## config.mk

```make
export PLATFORM = sky130hd
export DESIGN_NAME = mem_interface
export DESIGN_NICKNAME = d
export VERILOG_FILES = /design/src/rtl/mem_interface_pkg.sv /design/src/rtl/mem_interface.sv
export SDC_FILE = /design/constraint.sdc
export NUM_CORES = 1
export LEC_CHECK = 0
export BUFFER_PORTS_ARGS = -buffer_cell sky130_fd_sc_hd__buf_2
export CAP_MARGIN = 20
export CORE_ASPECT_RATIO = 0.9
export CORE_UTILIZATION = 30
export CTS_BUF_LIST = sky130_fd_sc_hd__clkbuf_4 sky130_fd_sc_hd__clkbuf_8
export CTS_CLUSTER_SIZE = 40
export DETAILED_ROUTE_END_ITERATION = 8
export GPL_ROUTABILITY_DRIVEN = 0
export MAX_ROUTING_LAYER = met4
export PLACE_DENSITY = 0.63
export SKIP_LAST_GASP = 1
export SLEW_MARGIN = 20
export SYNTH_ARGS = -nofsm -noshare
export SYNTH_HDL_FRONTEND = slang
export SYNTH_SLANG_ARGS = --single-unit
```

## constraint.sdc

```tcl
create_clock -name clock -period 1.6 [get_ports clock]
set_input_delay 0.24 -clock clock [delete_from_list [all_inputs] [get_ports clock]]
set_output_delay 0.24 -clock clock [all_outputs]
set_load 0.02 [all_outputs]
```

## src/rtl/mem_interface_pkg.sv

```systemverilog
// Shared widths and FSM state encoding for the memory interface stage and its RAM.
package mem_interface_pkg;

  localparam int MEM_ADDR_W = 9;
  localparam int MEM_DATA_W = 32;

  typedef enum logic [2:0] {
    ST_IDLE     = 3'd0,
    ST_RD_ISSUE = 3'd1,
    ST_RD_CAPT  = 3'd2,
    ST_WR_ISSUE = 3'd3,
    ST_DONE     = 3'd4
  } mem_state_e;

endpackage

```

## src/rtl/mem_interface.sv

```systemverilog
// MAR/MDR holding stage that sequences single-cycle RAM read/write strobes
// and reports completion to the control unit with a one-cycle done pulse.
//
// state       | meaning
// IDLE        | accept MAR/MDR loads and a read or write request
// RD_ISSUE    | ramRead high, RAM registers memory[MAR]
// RD_CAPT     | ramDataOut valid, captured into MDR
// WR_ISSUE    | ramWrite high, RAM stores MDR at MAR
// DONE        | done pulse, MDR holds any read result
module mem_interface
  import mem_interface_pkg::*;
#(
  parameter int ADDR_W = MEM_ADDR_W,
  parameter int DATA_W = MEM_DATA_W
) (
  input  logic              clock,
  input  logic              reset,
  input  logic [DATA_W-1:0] busIn,
  input  logic              marIn,
  input  logic              mdrIn,
  input  logic              memRead,
  input  logic              memWrite,
  output logic [DATA_W-1:0] mdrOut,
  output logic              busy,
  output logic              done,
  output logic [ADDR_W-1:0] ramAddress,
  output logic              ramRead,
  output logic              ramWrite,
  output logic [DATA_W-1:0] ramDataIn,
  input  logic [DATA_W-1:0] ramDataOut
);

  mem_state_e        state_q;
  logic [ADDR_W-1:0] mar_q;
  logic [DATA_W-1:0] mdr_q;

  always_ff @(posedge clock or posedge reset) begin
    if (reset) begin
      state_q <= ST_IDLE;
      mar_q   <= '0;
      mdr_q   <= '0;
    end else begin
      unique case (state_q)
        ST_IDLE: begin
          if (marIn) mar_q <= busIn[ADDR_W-1:0];
          if (mdrIn) mdr_q <= busIn;
          // Write wins over a simultaneous read, matching the RAM's own priority.
          if (memWrite)     state_q <= ST_WR_ISSUE;
          else if (memRead) state_q <= ST_RD_ISSUE;
        end
        ST_RD_ISSUE: state_q <= ST_RD_CAPT;
        ST_RD_CAPT: begin
          mdr_q   <= ramDataOut;
          state_q <= ST_DONE;
        end
        ST_WR_ISSUE: state_q <= ST_DONE;
        ST_DONE:     state_q <= ST_IDLE;
        default:     state_q <= ST_IDLE;
      endcase
    end
  end

  // Outputs decode only the state register, so no input reaches an output combinationally.
  assign ramRead    = (state_q == ST_RD_ISSUE);
  assign ramWrite   = (state_q == ST_WR_ISSUE);
  assign busy       = (state_q != ST_IDLE);
  assign done       = (state_q == ST_DONE);
  assign ramAddress = mar_q;
  assign ramDataIn  = mdr_q;
  assign mdrOut     = mdr_q;

endmodule

```

* Yosys cells after proc, flatten, opt, wreduce, memory -nomap -nowiden
Index checks and enable logic that the tools add are counted.
Word-level totals: input port bits 70, register bits 44
Operators by class: eq/ne operators 6, multiplexer cells 5, reductions and logical operators 6
Operators with widths (number):
- one-hot mux 32 bit (2 select lines) | 1
- 2-to-1 mux 32 bit | 1
- one-hot mux 3 bit (3 select lines) | 1
- == test 3 x 2 -> 1 bit, second input constant | 2
- 2-to-1 mux 3 bit | 2
- AND reduction 2 bit | 2
- == test 3 x 1 -> 1 bit, second input constant | 1
- == test 3 bit, second input constant | 1
- zero test 3 bit | 1
- inequality test 3 bit, second input constant | 1
- nonzero test 3 bit | 1
- inequality test 2 bit, second input constant | 1
- nonzero test 2 bit | 1
- OR reduction 2 bit | 1

* Depth between registers and ports, before layout
Gate-level depths: netlist of run 1.
word-level depth 3, mapped depth 5, depth with buffers taken out 3

* Least setup slack after synthesis of run 1
Ideal clock, no wire load.
path type flip-flop to flip-flop, start point register state_q[2], end point register mdr_q[10] (netlist: mdrOut[10]), path buffers 1, clock period less this slack 1.665 ns, data required time 1.472 ns, library setup time 0.128 ns, path slack -0.065 ns, stages on the path, launching flop included 5, arrival 1.537 ns, cell sequence dfrtp_1 -> nor3b_4 -> buf_6 -> mux2_1 -> mux2_1
Between the ends: word-level cells in the longest chain between the ends 3
RTL lines:
- start: declaration | RTL line mem_interface.sv:33 | mem_state_e state_q;
- start signal: assignment | RTL line mem_interface.sv:39 | state_q <= ST_IDLE;
- start signal: assignment | RTL line mem_interface.sv:48 | if (memWrite) state_q <= ST_WR_ISSUE;
- start signal: assignment | RTL line mem_interface.sv:49 | else if (memRead) state_q <= ST_RD_ISSUE;
- == test 3 x 2 -> 1 bit or zero test 3 bit (tied branches) | RTL line mem_interface.sv:43 | unique case (state_q)
- nonzero test 2 bit (no source line) or inequality test 2 bit (tied branches)
- AND reduction 2 bit (no source line)
- end signal: assignment | RTL line mem_interface.sv:46 | if (mdrIn) mdr_q <= busIn;
- end signal: assignment | RTL line mem_interface.sv:53 | mdr_q <= ramDataOut;
- end: declaration | RTL line mem_interface.sv:35 | logic [DATA_W-1:0] mdr_q;
Several ways; a longest one is shown, not always the timed one. A chain may end at the register's enable or synchronous reset.

* Worst setup path in the final report of run 1
start point register state_q[0], end point register mdr_q[30] (netlist: mdrOut[30])
The elaborated chain is that of the path after synthesis.

==> run summary, run 1 <==
Clock insertion delay at the later pin of the skew report = 0.29 ns
Fillers = 710
Violated checks = negative setup slack
Min setup slack post-route = -0.00498 ns
Critical path startpoint = state_q[0]
TritonCTS clock tree = built
Flip-flop and latch area = 1100 µm²
Leak = 1.63 nW
Total GRT Usage = 0.127
Slew at the pin closest to its max-slew limit = 0.510 ns
Share of post-route cells with drive strength above 1 = 0.706
Max-cap violations = 0
Clock tree buffer depth = 2
Initial Utilization = 0.317
Post-route worst hold slack = 0.176 ns
CTS clk-pin slew, worst paths = 0.08 ns
Antenna diode count = 0
Final count of hold timing violations = 0
Detailed placer's ending HPWL = 3.83 mm
Worst max-slew margin expressed relative to the limit = 0.658
Total power density per cell area = 2330 nW/µm²
Inserted Clock Buffers = 5
H-tree depth = 2
Reg-to-reg startpoint = state_q[0]
Master cell of the clock root buffer = sky130_fd_sc_hd__clkbuf_8
Status = complete, but fails checks
Internal power of the cells = 4.18 mW
Multi-input gate area = 916 µm²
Relative contribution of combinational cells to total power = 0.623
Largest voltage drop on the vdd net = 1.04 mV
Remaining routing DRC violations = 0
Stages on worst setup path = 4
Layout Area Growth over Synthesis = 39.4%
Worst path most repeated cell = sky130_fd_sc_hd__mux2_2
Commonest non-fill, non-tap cell in the layout = sky130_fd_sc_hd__buf_2
Synth Register Bits = 44
Unrepaired setup endpoints after global routing = true
Worst path required time = 1.78 ns
Wirelength per Cell = 13.0 µm
Cell family with most CP delay = multiplexers
Clk_skew = 0.00383 ns
Global-route wire length before repair = 7.63 mm
Final Power = 7.39 mW
WL final = 5.13 mm
Final setup fails = 3
Clock sink count = 44
Via count of the first global-routing pass = 1,665
Switching power as a share of total power = 0.435
Global-route congestion overflow total = 0
Number of antenna violations at the first check in global routing = 0
Part of the power in registers = 0.281
Worst setup path category = register to register
CP Capture Type = register
Seq/Total Area, Yosys = 0.483
Netlist area before placement = 2280 µm²
Number of buffers added on ports = 146
Net Count, Synth = 242
Largest net degree at the start of global routing = 26
Vias per cell = 4.44
Max-slew violation count = 0
Final sum of negative setup slack = -0.00794 ns
Number of warning messages in the yosys log = 0
Minimum clock period = 1.60 ns
Fmax = 623 MHz
Average size of a mapped cell = 13.2 µm²
Destination of the critical timing path = mdrOut[30]
Number of design-rule violations left by the first detailed-router iteration = 26
Count of TritonRoute iterations in the first routing pass = 4
# rows = 29
Total Nets Final = 372
Count of different cell masters after synthesis = 18
Die Width = 93.9 µm
Core Footprint = 7180 µm²
Slowest stage cell, crit path = sky130_fd_sc_hd__dfrtp_2
Largest fanout of any net on the critical path = 21
Placement-stage cell area = 2990 µm²
Number of cells traversed by the worst register-to-register path = 4
Share of the clock period used by the worst path after layout = 1.00
Tightest Hold Check Type = input port to register
Count of nets left with antenna violations after detail routing = 0
Routed via count = 1,759
Top library cells by usage in the layout, fill and taps aside = sky130_fd_sc_hd__buf_2 (145), sky130_fd_sc_hd__dfrtp_1 (43), sky130_fd_sc_hd__mux2_2 (32)
Critical path's largest stage delay = 0.43 ns
Critical R2R Capture = mdrOut[30]
Proportion of power drawn by the clock network = 0.096
R2R Setup Slk = -0.005 ns
Arr. time, crit path = 1.78 ns
Crit start category = register
Cell area after layout = 3180 µm²
Height of the die = 84.7 µm
Power dissipated by switching net loads = 3.21 mW
Ports placed on the boundary = 147
Mapped Cells = 172
Buffers and inverters on the worst path = 1
Die area = 7950 µm²
Chain of cells forming the critical path = nor3b_4 > buf_12 > mux2_2 > mux2_2
## stage by stage
step | cells | worst slack [ns] | utilization
floorplan | 172 | -0.0250 | -
global placement | 383 | 0.0198 | 0.416
detailed placement | 383 | 0.00695 | 0.416
CTS | 393 | -0.0113 | 0.433
global route | 396 | -0.0591 | 0.442
finish | 396 | -0.00498 | 0.442
## registers in the layout (all words and copies together), names as in the netlist
register,cells
mdrOut,32
ramAddress,9
state_q,3
## final cells by class
cell class	count	share of cell area
flip-flops and latches	44	0.347
clock buffers	6	0.0260
repair buffers	162	0.297
well taps	93	0.0366
clock inverters	2	0.00315
multi-input cells	87	0.288
inverters	2	0.00236
## synthesized netlist by cell type (all sizes together)
| cell type | n | area, µm² |
|---|---|---|
| buf | 39 | 297 |
| nor3 | 2 | 15.0 |
| and2 | 2 | 12.5 |
| inv | 2 | 7.51 |
| o21a | 1 | 7.51 |
| nor2b | 1 | 6.26 |
| and3 | 7 | 43.8 |
| o21ai | 1 | 5.00 |
| nor3b | 3 | 33.8 |
| mux2 | 59 | 664 |
| nor2 | 4 | 15.0 |
| a221o | 7 | 70.1 |
| dfrtp | 44 | 1100 |
## cells by family (layout without fill, tap and decap cells)
kind of cell	Yosys count	after routing	share of synthesized area
buffers and inverters	41	172	0.133
AO/OA/AOI/OAI	9	9	0.0362
AND/OR/NAND/NOR	19	19	0.0555
multiplexers	59	59	0.292
flip-flops	44	44	0.483
## power by group through the flow
stage,Clock (mW),Combinational (mW),Sequential (mW)
finish,0.708,4.61,2.08
detailed placement,0,4.35,2.10
floorplan,0,2.73,2.77
global placement,0,4.34,2.07
global route,0.799,4.91,2.18
CTS,0.744,4.43,2.09
## layer usage
| metal | GRT usage | vias up | wire length, µm |
|---|---|---|---|
| li1 | - | 842 | - |
| met1 | 0.153 | 826 | 2220 |
| met2 | 0.210 | 89 | 2470 |
| met3 | 0.0308 | 2 | 418 |
| met4 | 0.0322 | 0 | 19 |
| met5 | - | - | 0 |
## worst reg2reg max path, delay by kind of cell (launching register included)
kind / cells / cell delay [ns]
flip-flops: 1 / 0.43
buffers and inverters: 1 / 0.20
multiplexers: 2 / 0.61
AND/OR/NAND/NOR: 1 / 0.25
## what timing repair did
action / in CTS / in global routing
cloned: 0 / 2
hold endpoints to repair: 19 / 0
pin swaps: 1 / 1
gates resized for setup: 3 / 6
endpoints found under the setup margin: 2 / 26
setup buffers: 1 / 1
hold buffers: 1 / 0
## how the worst min path moves through the flow
stage             start       endpoint  depth (start not counted)
2_1_floorplan   memRead     state_q[0]                          2
3_3_place_gp      reset     mdrOut[10]                          2
3_5_place_dp      reset     mdrOut[12]                          2
4_1_cts        busIn[8]  ramAddress[8]                          2
5_1_grt        busIn[8]  ramAddress[8]                          2
6_report       busIn[8]  ramAddress[8]                          2
(Power assumes the default switching activity.)
==> run 2, diff against run 1 <==
Settings changed: CORE_UTILIZATION 30 to 25, PLACE_DENSITY 0.63 to 0.57.
==> run summary, run 2 (synthesized netlist as in run 1, its figures left out) <==
Fmax = 614 MHz (-1.4%)
Critical path startpoint = state_q[2]
Placement-stage cell area = 3020 µm² (+0.92%)
Total power density per cell area = 2330 nW/µm² (+0.22%)
Wirelength per Cell = 12.2 µm (-5.4%)
Remaining routing DRC violations = 0 (unchanged)
Violated checks = negative setup slack
Worst setup timing slack at the placement stage = -0.0358 ns (-0.0428 ns)
Largest net degree at the start of global routing = 26 (unchanged)
Global-route wire length before repair = 7.97 mm (+4.4%)
Count of nets left with antenna violations after detail routing = 0 (unchanged)
Die Width = 103 µm (+9.3%)
Clock tree buffer depth = 2 (unchanged)
Startpoint of the worst hold path = ramDataOut[1]
Multi-input gate area = 957 µm² (+4.5%)
Antenna diode count = 0 (unchanged)
Worst max-slew margin expressed relative to the limit = 0.652 (-0.00627)
Share of post-route cells with drive strength above 1 = 0.734 (+0.0273)
Number of antenna violations at the first check in global routing = 0 (unchanged)
CTS clk-pin slew, worst paths = 0.09 ns (about the same)
CP Capture Type = register
H-tree depth = 2 (unchanged)
Total Nets Final = 373 (+0.27%)
Min setup slack post-route = -0.0276 ns (-0.0227 ns)
Worst setup path category = register to register
Routed via count = 1,766 (+0.40%)
Status = complete, but fails checks
Clock insertion delay at the later pin of the skew report = 0.29 ns (about the same)
Top library cells by usage in the layout, fill and taps aside = sky130_fd_sc_hd__buf_2 (143), sky130_fd_sc_hd__dfrtp_1 (41), sky130_fd_sc_hd__mux2_2 (25)
Crit start category = register
Post-route worst hold slack = 0.173 ns (-0.00329 ns)
Via count of the first global-routing pass = 1,709 (+2.6%)
Share of the clock period used by the worst path after layout = 1.02 (+0.0142)
Minimum clock period = 1.63 ns (+0.0227 ns)
Flip-flop and latch area = 1100 µm² (+0.23%)
Number of design-rule violations left by the first detailed-router iteration = 41 (+58%)
Core Footprint = 8690 µm² (+21%)
Final setup fails = 21 (+18)
Max-cap violations = 0 (unchanged)
Share of the core filled with cells in the final layout = 0.377 (-0.0650)
Max-slew violation count = 0 (unchanged)
Max reg flops = 32 (unchanged)
Clock sink count = 44 (unchanged)
Master cell of the clock root buffer = sky130_fd_sc_hd__clkbuf_8
WL final = 5.18 mm (+1.0%)
Final count of hold timing violations = 0 (unchanged)
Layout Area Growth over Synthesis = 43.8%
Fillers = 883 (+24%)
Ports placed on the boundary = 147 (unchanged)
Inserted Clock Buffers = 5 (unchanged)
Initial Utilization = 0.262 (-0.0549)
Worst path required time = 1.78 ns (about the same)
Leak = 1.67 nW (+2.6%)
Height of the die = 92.6 µm (+9.3%)
Clk_skew = 0.00623 ns (+0.00239 ns)
Dpl cells = 410 (+7.0%)
Reg-to-reg startpoint = state_q[2]
Largest voltage drop on the vdd net = 1.14 mV (+9.3%)
Total GRT Usage = 0.112 (-0.0148)
Layout Cells excl Fill = 423 (+6.8%)
Commonest non-fill, non-tap cell in the layout = sky130_fd_sc_hd__buf_2
Final Power = 7.64 mW (+3.4%)
Largest fanout of any net on the critical path = 21 (unchanged)
Count of TritonRoute iterations in the first routing pass = 4 (unchanged)
Die area = 9500 µm² (+20%)
Slew at the pin closest to its max-slew limit = 0.519 ns (+0.00934 ns)
Vias per cell = 4.17 (-6.0%)
Tightest Hold Check Type = input port to register
Number of buffers added on ports = 146 (unchanged)
Arr. time, crit path = 1.81 ns (+0.03 ns)
# rows = 32 (+10%)
TritonCTS clock tree = built
Unrepaired setup endpoints after global routing = true
Final sum of negative setup slack = -0.319 ns (-0.311 ns)
Detailed placer's ending HPWL = 4.03 mm (+5.2%)
Global-route congestion overflow total = 0 (unchanged)
Cell area after layout = 3280 µm² (+3.2%)
[run 2: area by class of cell]
class / count / area share
sequential: 44 / 0.337
multi-input combinational: 87 / 0.292
timing repair buffer: 163 / 0.288
tap: 119 / 0.0454
clock buffer: 6 / 0.0233
clock inverter: 2 / 0.0107
inverter: 2 / 0.00305
[run 2: power by group]
group / switching, mW / internal, mW
registers: 0.411 / 1.70
logic: 2.45 / 2.22
clock network: 0.378 / 0.481
[run 2: path summary, 6_finish.rpt]
check                                end  slack (ns)  cells past startpoint
max in group asynchronous     state_q[2]        0.58                      4
max reg2reg                   mdrOut[22]       -0.03                      4
min                            mdrOut[1]        0.17                      2
min reg2reg                ramAddress[2]        0.51                      1
min in group asynchronous     mdrOut[19]        0.51                      3
max                           mdrOut[22]       -0.03                      4
[run 2: what timing repair did]
item / 4_1_cts / 5_1_grt
endpoints found under the hold margin: 19 / 0
hold buffers: 1 / 0
setup buffers: 3 / 1
pin swaps: 1 / 2
gates resized for setup: 10 / 19
endpoints found under the setup margin: 27 / 38
gates cloned: 0 / 0
[run 2: metal layers]
metal  vias up  global-route usage  share of wire  wire (µm)
met5         -                   -              0          0
met2        92               0.192           0.49       2520
li1        835                   -              -          -
met4         0              0.0286         0.0041         21
met3         2              0.0249          0.074        385
met1       837               0.131           0.44       2260
[run 2: critical path, cell delays in order, from the launching register on]
cell and delay, ns:
sky130_fd_sc_hd__dfrtp_2 0.46, sky130_fd_sc_hd__nor3b_4 0.25, sky130_fd_sc_hd__buf_12 0.20, sky130_fd_sc_hd__mux2_1 0.34
sky130_fd_sc_hd__mux2_2 0.26
==> run 3, diff against run 2 <==
Settings changed: BUFFER_PORTS_ARGS -buffer_cell sky130_fd_sc_hd__buf_2 to default, DONT_BUFFER_PORTS from default to 1, PLACE_DENSITY 0.57 to 0.43.
==> run summary, run 3 (synthesized netlist as in run 1, its figures left out) <==
Final sum of negative setup slack = -0.653 ns (-0.334 ns)
Grt met2 use = 0.178 (-0.0133)
Commonest non-fill, non-tap cell in the layout = sky130_fd_sc_hd__dfrtp_1
Relative contribution of combinational cells to total power = 0.392 (-0.219)
Total GRT Usage = 0.106 (-0.00582)
Die area = 9500 µm² (unchanged)
Minimum clock period = 1.66 ns (+0.0299 ns)
Proportion of power drawn by the clock network = 0.126 (+0.014)
Worst path required time = 1.78 ns (about the same)
Part of the power in registers = 0.483 (+0.206)
Largest fanout of any net on the critical path = 5 (-76%)
Initial Utilization = 0.262 (unchanged)
Number of antenna violations at the first check in global routing = 0 (unchanged)
Unrepaired setup endpoints after global routing = true
Violated checks = negative setup slack
Final setup fails = 17 (-19%)
Fillers = 895 (+1.4%)
Clock tree buffer depth = 2 (unchanged)
Inserted Clock Buffers = 5 (unchanged)
Total Nets Final = 232 (-38%)
CTS clk-pin slew, worst paths = 0.10 ns (about the same)
Tightest Hold Check Type = input port to register
Post-route worst hold slack = 0.0803 ns (-0.0925 ns)
Worst setup path category = register to register
Fmax = 603 MHz (-1.8%)
Count of TritonRoute iterations in the first routing pass = 4 (unchanged)
Final count of hold timing violations = 0 (unchanged)
TritonCTS clock tree = built
Height of the die = 92.6 µm (unchanged)
Internal power of the cells = 3.87 mW (-12%)
Global-route congestion overflow total = 0 (unchanged)
Switching power as a share of total power = 0.452 (+0.0272)
H-tree depth = 2 (unchanged)
Routed via count = 1,296 (-27%)
Max-slew violation count = 0 (unchanged)
Number of buffers added on ports = 0 (-100%)
Met3 track demand over resource = 0.0370 (+0.0121)
Count of nets left with antenna violations after detail routing = 0 (unchanged)
Leak = 1.17 nW (-30%)
Slew at the pin closest to its max-slew limit = 0.575 ns (+0.0559 ns)
Antenna diode count = 0 (unchanged)
Flip-flop and latch area = 1100 µm² (-0.11%)
Crit start category = register
Detailed placer's ending HPWL = 3.39 mm (-16%)
WL final = 5.11 mm (-1.5%)
Worst max-slew margin expressed relative to the limit = 0.614 (-0.0375)
Max-cap violations = 0 (unchanged)
Share of post-route cells with drive strength above 1 = 0.540 (-0.194)
Power dissipated by switching net loads = 3.18 mW (-1.8%)
Min setup slack post-route = -0.0576 ns (-0.0299 ns)
Via count of the first global-routing pass = 1,468 (-14%)
Core Footprint = 8690 µm² (unchanged)
Number of design-rule violations left by the first detailed-router iteration = 20 (-51%)
Largest net degree at the start of global routing = 28 (+7.7%)
Global-route wire length before repair = 7.32 mm (-8.1%)
Clock insertion delay at the later pin of the skew report = 0.30 ns (about the same)
Status = complete, but fails checks
Layout Area Growth over Synthesis = 16.2%
Most Used Layer, Global Route = met2
Remaining routing DRC violations = 0 (unchanged)
Multi-input gate area = 1020 µm² (+6.3%)
Vias per cell = 4.60 (+10%)
Master cell of the clock root buffer = sky130_fd_sc_hd__clkbuf_8
Arr. time, crit path = 1.84 ns (+0.03 ns)
Die Width = 103 µm (unchanged)
CP Capture Type = register
Met1 track utilization from global routing = 0.120 (-0.0106)
Largest voltage drop on the vdd net = 1.05 mV (-8.3%)
Share of the clock period used by the worst path after layout = 1.04 (+0.0187)
# rows = 32 (unchanged)
Share of the core filled with cells in the final layout = 0.305 (-0.0724)
Max reg flops = 32 (unchanged)
Total power density per cell area = 2660 nW/µm² (+14%)
Clk_skew = 0.00815 ns (+0.00193 ns)
Wirelength per Cell = 18.1 µm (+48%)
Ports placed on the boundary = 147 (unchanged)
Clock sink count = 44 (unchanged)
Top library cells by usage in the layout, fill and taps aside = sky130_fd_sc_hd__dfrtp_1 (42), sky130_fd_sc_hd__mux2_4 (34), sky130_fd_sc_hd__mux2_2 (16)
==> run 3: changes by cell type in the layout (fill, tap and decap cells not counted), moves of 5 or more <==
cell                     change
sky130_fd_sc_hd__buf_4       +5
sky130_fd_sc_hd__mux2_4     +18
sky130_fd_sc_hd__buf_6       -5
sky130_fd_sc_hd__mux2_1      -9
sky130_fd_sc_hd__buf_2     -143
sky130_fd_sc_hd__mux2_2      -9
==> run 3: per-stage QoR <==
step,power (mW),setup WS (ns),area [µm²],cells
4_1_cts,6.80,-0.0611,2540,280
5_1_grt,7.47,-0.125,2650,282
2_1_floorplan,5.50,-0.0250,2310,172
3_5_place_dp,5.57,-0.0845,2310,264
3_3_place_gp,5.47,-0.0264,2310,264
6_report,7.05,-0.0576,2650,282
==> run 3: worst paths after layout <==
| kind | from | to | slack [ns] | cells after the start |
|---|---|---|---|---|
| worst min register to register | state_q[1] | state_q[1] | 0.61 | 2 |
| min in group asynchronous | reset | mdrOut[17] | 0.41 | 2 |
| worst max-delay path | state_q[0] | mdrOut[19] | -0.06 | 5 |
| worst max register to register | state_q[0] | mdrOut[19] | -0.06 | 5 |
| worst min-delay path | ramDataOut[4] | mdrOut[4] | 0.08 | 1 |
| max in group asynchronous | reset | state_q[0] | 0.69 | 3 |
==> run 3: repair_timing <==
action / in CTS / in global routing
hold buffers: 1 / 0
gates cloned: 1 / 1
pin swaps: 1 / 2
buffers inserted: 6 / 2
hold endpoints to repair: 17 / 0
setup endpoints to repair: 26 / 40
resized for setup: 10 / 27
==> run 3: cell type report <==
cell class,instances,area share
Clock buffer,5,0.0260
Inverter,2,0.00284
Clock inverter,3,0.0175
Tap cell,119,0.0562
Timing Repair Buffer,22,0.0964
Multi-Input combinational cell,87,0.384
Sequential cell,44,0.417
==> run 3: worst max-delay path, stage by stage (launching register included) <==
cell	delay, ns
sky130_fd_sc_hd__dfrtp_2	0.43
sky130_fd_sc_hd__nor3b_4	0.26
sky130_fd_sc_hd__buf_6	0.15
sky130_fd_sc_hd__clkbuf_16	0.15
sky130_fd_sc_hd__mux2_4	0.29
sky130_fd_sc_hd__mux2_4	0.26
==> run 3: routing by layer <==
layer | wire, µm | part of all wire
met3 | 495 | 0.097
met2 | 2500 | 0.49
met4 | 8 | 0.0016
met1 | 2100 | 0.41
met5 | 0 | 0
==> run 3: power groups by stage <==
stage	registers (mW)	clock network, mW	logic [mW]
floorplan	2.77	0	2.73
detailed placement	3.43	0	2.14
finish	3.40	0.886	2.76
CTS	3.41	0.933	2.45
global placement	3.42	0	2.05
global route	3.52	0.986	2.96
